### src/rtl/layer_out_serializer_pkg.sv
// Shared types and sizing constants for the layer output serializer.
// Each layer's neuron count lives here so every instance can size itself from one place.
package layer_out_serializer_pkg;

    localparam int DATA_WIDTH_DEF = 16;

    // Neuron count of each producing layer, input side first.
    localparam int LAYER_NEURONS [3] = '{30, 30, 10};

    typedef enum logic {
        IDLE,
        SHIFT
    } shift_state_t;

endpackage

### src/rtl/layer_out_serializer_if.sv
// Bundles the parallel neuron-output bus and the serial next-layer bus.
// The master drives neuron outputs; the slave (serializer) drives the serial side.
interface layer_out_serializer_if
    import layer_out_serializer_pkg::*;
#(
    parameter int NUM_NEURONS = LAYER_NEURONS[0],
    parameter int DATA_WIDTH  = DATA_WIDTH_DEF
);

    logic [NUM_NEURONS*DATA_WIDTH-1:0] in_data;
    logic [NUM_NEURONS-1:0]            in_valid;
    logic [DATA_WIDTH-1:0]             out_data;
    logic                              out_valid;
    logic                              busy;
    logic                              overrun;

    modport master (
        output in_data,
        output in_valid,
        input  out_data,
        input  out_valid,
        input  busy,
        input  overrun
    );

    modport slave (
        input  in_data,
        input  in_valid,
        output out_data,
        output out_valid,
        output busy,
        output overrun
    );

endinterface

### src/rtl/layer_out_collector.sv
// Gathers one word per neuron into a holding register, tracking which neurons have reported.
// Flags a complete set, holds it as pending while the shifter is busy, and latches overrun.
module layer_out_collector
    import layer_out_serializer_pkg::*;
#(
    parameter int NUM_NEURONS = LAYER_NEURONS[0],
    parameter int DATA_WIDTH  = DATA_WIDTH_DEF
) (
    input  logic                              clk,
    input  logic                              rst,
    input  logic [NUM_NEURONS*DATA_WIDTH-1:0] in_data,
    input  logic [NUM_NEURONS-1:0]            in_valid,
    input  logic                              can_load,
    output logic                              complete,
    output logic                              pending,
    output logic                              overrun,
    output logic [NUM_NEURONS*DATA_WIDTH-1:0] collected
);

    logic [NUM_NEURONS-1:0]            mask;
    logic [NUM_NEURONS-1:0]            mask_nxt;
    logic [NUM_NEURONS-1:0]            fire;
    logic [NUM_NEURONS*DATA_WIDTH-1:0] coll_p0;
    logic                              pending_nxt;
    logic                              collide;

    // Same-edge captures are merged in so a completing word reaches the shifter without delay.
    always_comb begin
        fire        = in_valid & ~mask;
        collide     = |(in_valid & mask);
        mask_nxt    = mask | in_valid;
        complete    = &mask_nxt;
        pending_nxt = complete & ~can_load;
        collected   = coll_p0;
        for (int i = 0; i < NUM_NEURONS; i++) begin
            if (fire[i]) begin
                collected[i*DATA_WIDTH +: DATA_WIDTH] = in_data[i*DATA_WIDTH +: DATA_WIDTH];
            end
        end
    end

    // ---- stage p0: capture registers ----
    always_ff @(posedge clk) begin
        coll_p0 <= collected;
    end

    always_ff @(posedge clk) begin
        if (rst) begin
            mask    <= '0;
            pending <= 1'b0;
            overrun <= 1'b0;
        end else begin
            mask    <= (complete && can_load) ? '0 : mask_nxt;
            pending <= pending_nxt;
            if (collide) begin
                overrun <= 1'b1;
            end
        end
    end

endmodule

### src/rtl/layer_out_serializer.sv
// Serializes a complete set of neuron outputs into a gapless one-word-per-cycle burst,
// neuron 0 first, with back-to-back bursts when the next set is already waiting.
module layer_out_serializer
    import layer_out_serializer_pkg::*;
#(
    parameter int NUM_NEURONS = LAYER_NEURONS[0],
    parameter int DATA_WIDTH  = DATA_WIDTH_DEF
) (
    input  logic                  clk,
    input  logic                  rst,
    layer_out_serializer_if.slave bus
);

    localparam int              CNT_W = $clog2(NUM_NEURONS + 1);
    localparam logic [CNT_W-1:0] LAST = CNT_W'(NUM_NEURONS - 1);

    shift_state_t                      state;
    logic [CNT_W-1:0]                  cnt;
    logic [NUM_NEURONS*DATA_WIDTH-1:0] shreg_p1;
    logic [NUM_NEURONS*DATA_WIDTH-1:0] collected;
    logic [DATA_WIDTH-1:0]             data_p1;
    logic                              vld_p1;
    logic                              complete;
    logic                              pending;
    logic                              overrun;
    logic                              last_beat;
    logic                              can_load;
    logic                              load;

    assign last_beat = (state == SHIFT) && (cnt == LAST);
    assign can_load  = (state == IDLE) || last_beat;
    assign load      = complete && can_load;

    layer_out_collector #(
        .NUM_NEURONS (NUM_NEURONS),
        .DATA_WIDTH  (DATA_WIDTH)
    ) u_collector (
        .clk       (clk),
        .rst       (rst),
        .in_data   (bus.in_data),
        .in_valid  (bus.in_valid),
        .can_load  (can_load),
        .complete  (complete),
        .pending   (pending),
        .overrun   (overrun),
        .collected (collected)
    );

    // ---- stage p1: shift register and output word ----
    always_ff @(posedge clk) begin
        if (rst) begin
            state   <= IDLE;
            cnt     <= '0;
            data_p1 <= '0;
            vld_p1  <= 1'b0;
        end else begin
            if (load) begin
                state    <= SHIFT;
                cnt      <= '0;
                data_p1  <= collected[DATA_WIDTH-1:0];
                shreg_p1 <= collected >> DATA_WIDTH;
                vld_p1   <= 1'b1;
            end else if (state == SHIFT && !last_beat) begin
                cnt      <= cnt + CNT_W'(1);
                data_p1  <= shreg_p1[DATA_WIDTH-1:0];
                shreg_p1 <= shreg_p1 >> DATA_WIDTH;
                vld_p1   <= 1'b1;
            end else begin
                state  <= IDLE;
                vld_p1 <= 1'b0;
            end
        end
    end

    assign bus.out_data  = data_p1;
    assign bus.out_valid = vld_p1;
    assign bus.busy      = (state == SHIFT) || pending;
    assign bus.overrun   = overrun;

endmodule

### src/flat_wrapper.sv
// flat-port wrapper written by rule: the top's interface ports become plain ports
module layer_out_serializer_flat import layer_out_serializer_pkg::*;
#(
    parameter int NUM_NEURONS = LAYER_NEURONS[0],
    parameter int DATA_WIDTH  = DATA_WIDTH_DEF
)
  (clk, rst, bus_in_data, bus_in_valid, bus_out_data, bus_out_valid, bus_busy, bus_overrun);
  layer_out_serializer_if #(.NUM_NEURONS(NUM_NEURONS), .DATA_WIDTH(DATA_WIDTH)) bus_i ();
  input  logic clk;
  input  logic rst;
  input wire logic [$bits(bus_i.in_data)-1:0] bus_in_data;
  input wire logic [$bits(bus_i.in_valid)-1:0] bus_in_valid;
  output wire logic [$bits(bus_i.out_data)-1:0] bus_out_data;
  output wire logic [$bits(bus_i.out_valid)-1:0] bus_out_valid;
  output wire logic [$bits(bus_i.busy)-1:0] bus_busy;
  output wire logic [$bits(bus_i.overrun)-1:0] bus_overrun;
  assign bus_i.in_data = bus_in_data;
  assign bus_i.in_valid = bus_in_valid;
  assign bus_out_data = bus_i.out_data;
  assign bus_out_valid = bus_i.out_valid;
  assign bus_busy = bus_i.busy;
  assign bus_overrun = bus_i.overrun;
  layer_out_serializer #(.NUM_NEURONS(NUM_NEURONS), .DATA_WIDTH(DATA_WIDTH)) u_core (.clk(clk), .rst(rst), .bus(bus_i));
endmodule
### config.mk
export PLATFORM = sky130hd
export DESIGN_NAME = layer_out_serializer_flat
export DESIGN_NICKNAME = d
export VERILOG_FILES = /design/src/rtl/layer_out_serializer_pkg.sv /design/src/rtl/layer_out_serializer_if.sv /design/src/rtl/layer_out_collector.sv /design/src/rtl/layer_out_serializer.sv /design/src/flat_wrapper.sv
export SDC_FILE = /design/constraint.sdc
export NUM_CORES = 1
export LEC_CHECK = 0
export BUFFER_PORTS_ARGS = -buffer_cell sky130_fd_sc_hd__buf_2
export CAP_MARGIN = 20
export CORE_ASPECT_RATIO = 1.4
export CORE_MARGIN = 2
export CORE_UTILIZATION = 60
export CTS_CLUSTER_SIZE = 14
export DETAILED_ROUTE_END_ITERATION = 8
export GPL_ROUTABILITY_DRIVEN = 0
export HOLD_SLACK_MARGIN = 0.08
export PLACE_DENSITY = 0.87
export SYNTH_ARGS = -nofsm -noshare
export SYNTH_HDL_FRONTEND = slang
export SYNTH_SLANG_ARGS = --single-unit
### constraint.sdc
create_clock -name clk -period 43.2 [get_ports clk]
set_clock_uncertainty 0.1 [all_clocks]
set_input_delay 2.16 -clock clk [delete_from_list [all_inputs] [get_ports clk]]
set_output_delay 2.16 -clock clk [all_outputs]
set_load 0.02 [all_outputs]
**Yosys cells after proc, flatten, opt, wreduce, memory -nomap -nowiden**

Cells that the tools add are included.

- Memories: 0
- Input port bits: 512
- Logic and storage cells: 69
- Memory bits (read-only): 0
- Bits in registers: 999
- Bits in latches: 0
- Output and inout bits: 19
- Bits in writable memories: 0

- $mul: 0
- Bitwise logic cells: 8
- Mux-type cells: 38
- Order comparisons: 0
- Reduce and logical (&&, ||, !) cells: 11
- Shift-type cells: 0
- Eq/ne operators: 2
- Add/subtract/negate cells: 1
- Div/mod/pow operators: 0

Operator list:

| operator | number |
|---|---|
| $mux 464 | 2 |
| $mux 16 | 32 |
| $and 30x30->30 | 2 |
| $not 30->30 | 1 |
| $or 30x30->30 | 1 |
| $reduce_and 30->1 | 1 |
| $reduce_or 30->1 | 1 |
| $add 5x1->5 const B | 1 |
| $eq 5x5->1 const B | 1 |
| $mux 1 | 4 |
| $logic_and 1x1->1 | 3 |
| $not 1->1 | 3 |
| $logic_or 1x1->1 | 2 |
| $ne 2x1->1 const B | 1 |
| $reduce_and 2->1 | 1 |
| $reduce_bool 2->1 | 1 |
| $reduce_or 2->1 | 1 |
| $and 1x1->1 | 1 |
| $logic_not 1->1 | 1 |

**Longest topological paths before layout**

- Word-level depth: 6
- Mapped depth: 10
- Depth with buffers taken out: 7

**Cells and area by module**

From an unflattened synthesis, not the netlist that was laid out.

- Cell total of the unflattened synthesis: 2283
- Area, all modules: 37533.5 um^2

Modules (own cells, without submodules):

| module | area each (um^2) | cells each | sequential area each (um^2) | instances |
|---|---|---|---|---|
| layer_out_serializer | 20721.1 | 1094 | 14393.8 | 1 |
| layer_out_collector | 16812.4 | 1189 | 10249.8 | 1 |

**Worst setup path after synthesis**

Ideal clock, no wire load.

- Kind: input-to-reg
- Start: input bus_in_valid[12]
- End: register u_core.shreg_p1[0], enable pin
- Path slack: 16.204 ns
- Data required time: 41.653 ns
- Cell stages on the path: 5
- Buffers on the path: 0
- Arrival time: 25.448 ns
- Setup time: 1.447 ns
- Cells stage by stage: nor2_1 -> or4_1 -> nor4_1 -> nand2_1 -> a21oi_1

- Cells in the longest elaborated chain, start to end: 5

Ends and longest elaborated chain:

| element | line | text |
|---|---|---|
| start, declared | flat_wrapper.sv:12 | `input wire logic [$bits(bus_i.in_valid)-1:0] bus_in_valid;` |
| $or 30x30->30 | layer_out_collector.sv:31 | `mask_nxt = mask \| in_valid;` |
| $reduce_and 30->1 | layer_out_collector.sv:32 | `complete = &mask_nxt;` |
| $logic_and 1x1->1 | layer_out_serializer.sv:32 | `assign load = complete && can_load;` |
| $reduce_bool 2->1 (no line) | -- |  |
| $reduce_and 2->1 (no line) | -- |  |
| end signal, assigned | layer_out_serializer.sv:61 | `shreg_p1 <= collected >> DATA_WIDTH;` |
| end signal, assigned | layer_out_serializer.sv:66 | `shreg_p1 <= shreg_p1 >> DATA_WIDTH;` |
| end, declared | layer_out_serializer.sv:19 | `logic [NUM_NEURONS*DATA_WIDTH-1:0] shreg_p1;` |

Every way passes these cells.
A chain may end at the register's enable or synchronous reset.

**Final worst setup path**

- Start: input bus_in_valid[6]
- End: register u_core.shreg_p1[201], data pin

- Cells in the longest elaborated chain, start to end: 4

Ends and longest elaborated chain:

| element | line | text |
|---|---|---|
| $or 30x30->30 | layer_out_collector.sv:31 |  |
| $reduce_and 30->1 | layer_out_collector.sv:32 |  |
| $logic_and 1x1->1 | layer_out_serializer.sv:32 |  |
| $mux 464 | layer_out_serializer.sv:57 | `if (load) begin` |

Every way passes these cells.

==> key figures <==
Outcome
  – Status: finished clean

Routing
  – Vias/cell: 5.62
  – Routed Antenna Nets: 0
  – Vias: about 21000
  – Overall routed net length: around 86000 um
  – Iter 0 DRT Violations: 1504
  – DRT Pass-1 Iters: 5
  – Post-route DRC: 0
  – Mean routed wirelength per cell: 22.9 um

Floorplan
  – Die area: between 0.06 and 0.07 mm2
  – Die Wd: 215 um
  – Boundary Pins: around 530
  – Site Rows: 108
  – Starting density of the core: 60.6%
  – Core area: 0.0619 mm2
  – Die extent in y: 300 um

Logic synthesis
  – Warnings from Yosys: 0
  – Cell variety after synth: 41
  – Cell Area, Synth: 0.0375 mm2
  – Synth Net Count: 2836
  – Sequential area share after synthesis: between 60% and 70%
  – Synth Instances: around 2300
  – Mean cell area of the mapped netlist: 16.2 um2
  – Synth Register Bits: 999

Final layout
  – Nets: 3331
  – FILL cells: 3965
  – Layout Cells excl Fill: ~3700
  – Most frequent cells in the layout: mux2_2 (648), dfxtp_1 (535), buf_2 (530), edfxtp_1 (464), mux2_1 (280)
  – Fraction of layout cells with a size suffix above 1: 45.5%
  – Design Area, Final: ~0.043 mm2
  – Most common cell after layout, fill and taps aside: mux2_2
  – Synth-to-Final Area Change: 15.8%

Clocking
  – # clock sinks: between 900 and 1000
  – # Post-CTS Setup Buffers: 0
  – Post-cts sizing count: 0
  – CTS tree: yes
  – Clock-pin slew on the worst setup and hold paths: 0.06 ns
  – H-tree Lvls: 3
  – Clk_lat worst skew: approximately 0.64 ns
  – Longest Clk Path Bufs: 3
  – Num CTS Buffers: 88
  – Clk root buf: clkbuf_16
  – # hold bufs at CTS: 0

Global route
  – Met1 usage: 29.5%
  – First-pass GRT wire length: roughly 130000 um
  – Grt ovf: 0
  – Antenna violations before repair: between 50 and 60
  – Gr usage total: 26.0%
  – Global-route track usage on met2: 45.5%
  – Met3 GRT Util: roughly 7.0%
  – Vias in the first global route: ~22000
  – Busiest grt layer: met2
  – Largest net degree at the start of global routing: 188

Setup path
  – Startpoint Class: input port
  – CP Class: input port to flip-flop
  – Crit Path Max Fanout: 77
  – CP Data Required Time: 43.49 ns
  – CP max stage delay: around 0.86 ns
  – CP max-delay cell: buf_4
  – CP Capture Type: flip-flop
  – Crit-path most repeated cell: buf_4
  – Worst-path cell chain: buf_2 > nor2_1 > nor4_1 > nand4_1 > nor3_4 > buf_4 > buf_4 > buf_4 > buf_4 > buf_16 > mux2_1
  – CP arrival: approximately 7.7 ns
  – Top cell family by delay on the critical path: buffers and inverters
  – Crit path buffers/inverters: 6

Placement
  – DP Wirelength: 60200 um
  – Pre-CTS setup slack: 35.10 ns
  – Cell area after placement: 0.0405 mm2
  – Placed Cells: 3551
  – Port-buffer cells: 530

Job
  – Total of max-cap violations: 0

STA
  – Final setup viols: 0
  – Hold Violations, Final: 0
  – Final max-slew violation count: 0
  – F_max: 136 MHz
  – Worst-margin pin slew: 1.29 ns
  – Period Utilization, post-route: between 10% and 20%
  – Unrepaired setup endpoints after global routing: false
  – Minimum clock period: 7.37 ns
  – Fin Setup TNS: 0 ns
  – Rel. slew slack: around 14%
  – Post-route setup slack: 35.83 ns

Power and ir drop
  – Peak supply drop: 0.0426 mV
  – Pwr dens: approximately 46 mW/mm2
  – P_leak: between 15 and 20 nW

Hold path
  – Hold Path Class: flip-flop to flip-flop
==> per-stage QoR <==
step / power (W) / hold WS (ns) / utilization, %
4_1_cts: 0.00200 / 0.368 / 70.0
2_1_floorplan: 0.00118 / 0.344 / -
5_1_grt: 0.00205 / 0.380 / 70.1
3_3_place_gp: 0.00122 / 0.349 / 65.4
3_5_place_dp: 0.00123 / 0.353 / 65.4
6_report: 0.00198 / 0.367 / 70.2
==> flip-flops by register name, indices dropped and copies added (netlist names) <==
name	flops
u_core.u_collector.coll_p0	480
u_core.u_collector.mask	30
u_core.shreg_p1	464
u_core.u_collector.pending	1
u_core.state	1
u_core.bus.out_data	16
u_core.cnt	5
u_core.bus.out_valid	1
u_core.u_collector.overrun	1
==> cell families (layout without fill, tap and decap cells) <==
| family | after synthesis | in the layout | synth area share (%) |
|---|---|---|---|
| adder cells (fa/ha/maj) | 2 | 2 | 0.0667 |
| buffers and inverters | 137 | 707 | 2.19 |
| multiplexers | 928 | 928 | 27.9 |
| XOR/XNOR | 1 | 1 | 0.0234 |
| other | 0 | 28 | 0 |
| AO/OA/AOI/OAI | 61 | 61 | 1.09 |
| flip-flops | 999 | 999 | 65.7 |
| AND/OR/NAND/NOR | 194 | 194 | 3.07 |
==> power by group <==
group | internal (W) | switching, W | total, W
registers | 0.00105 | 0.0000187 | 0.00107
clock network | 0.000429 | 0.000340 | 0.000768
logic | 0.0000807 | 0.0000642 | 0.000145
total | 0.00156 | 0.000423 | 0.00198
==> layer usage <==
| layer | wire length, um | vias to the layer above |
|---|---|---|
| met5 | 361 | - |
| met4 | 4200 | 58 |
| met3 | 6340 | 270 |
| met2 | 43300 | 827 |
| met1 | 31700 | 10300 |
| li1 | - | 9630 |
==> area by class of cell <==
class                      instances  area, um2  area share [%]
multi-input combinational       1186      12100            27.8
inverter                           1       3.75         0.00864
clock inverter                    25        253           0.582
timing repair buffer             541       2790            6.43
clock buffer                     140       2570            5.92
antenna                           28       70.1           0.161
sequential                       999      24600            56.7
tap                              825       1030            2.38
==> Yosys cell counts, drive strengths merged <==
| cell | n | area share [%] |
|---|---|---|
| mux2 | 928 | 28 |
| xor2 | 1 | 0.023 |
| a22oi | 5 | 0.10 |
| nand4 | 5 | 0.083 |
| nand3 | 4 | 0.053 |
| dfxtp | 535 | 29 |
| clkbuf | 68 | 0.68 |
| a21oi | 6 | 0.080 |
| a222oi | 1 | 0.027 |
| buf | 68 | 1.5 |
| a41oi | 1 | 0.023 |
| edfxtp | 464 | 37 |
| and2 | 1 | 0.017 |
| nor4 | 11 | 0.18 |
| inv | 1 | 0.010 |
| a311oi | 1 | 0.023 |
| or4 | 3 | 0.060 |
| ha | 2 | 0.067 |
| a221oi | 4 | 0.093 |
| nand3b | 32 | 0.64 |
| or3 | 2 | 0.033 |
| a211oi | 1 | 0.020 |
| o21ai | 18 | 0.24 |
| nor2 | 32 | 0.32 |
| nor3b | 16 | 0.32 |
| a22o | 4 | 0.093 |
| nor3 | 34 | 0.47 |
| and4 | 1 | 0.023 |
| nor2b | 16 | 0.27 |
| o22ai | 2 | 0.033 |
| nand2b | 32 | 0.53 |
| or2 | 2 | 0.033 |
| nand2 | 3 | 0.030 |
| o21a | 1 | 0.020 |
| o211ai | 17 | 0.34 |
==> path summary, 6_finish.rpt <==
kind	from	end	slack, ns	cells after the start
setup / recovery	bus_in_valid[6]	u_core.shreg_p1[201]	35.83	11
hold / removal	u_core.u_collector.coll_p0[188]	u_core.u_collector.coll_p0[188]	0.37	1
setup reg to reg	u_core.u_collector.mask[7]	u_core.shreg_p1[201]	37.10	10
hold reg to reg	u_core.u_collector.coll_p0[188]	u_core.u_collector.coll_p0[188]	0.37	1
==> worst reg2reg max path, cell delays in order (launching register included) <==
cell	delay, ns
dfxtp_1	0.42
nor2_1	0.13
nor4_1	0.33
nand4_1	0.70
nor3_4	0.45
buf_4	0.76
buf_4	0.81
buf_4	0.90
buf_4	0.45
buf_16	0.33
mux2_1	0.48
No activity file was read; power rests on OpenSTA's default activity.
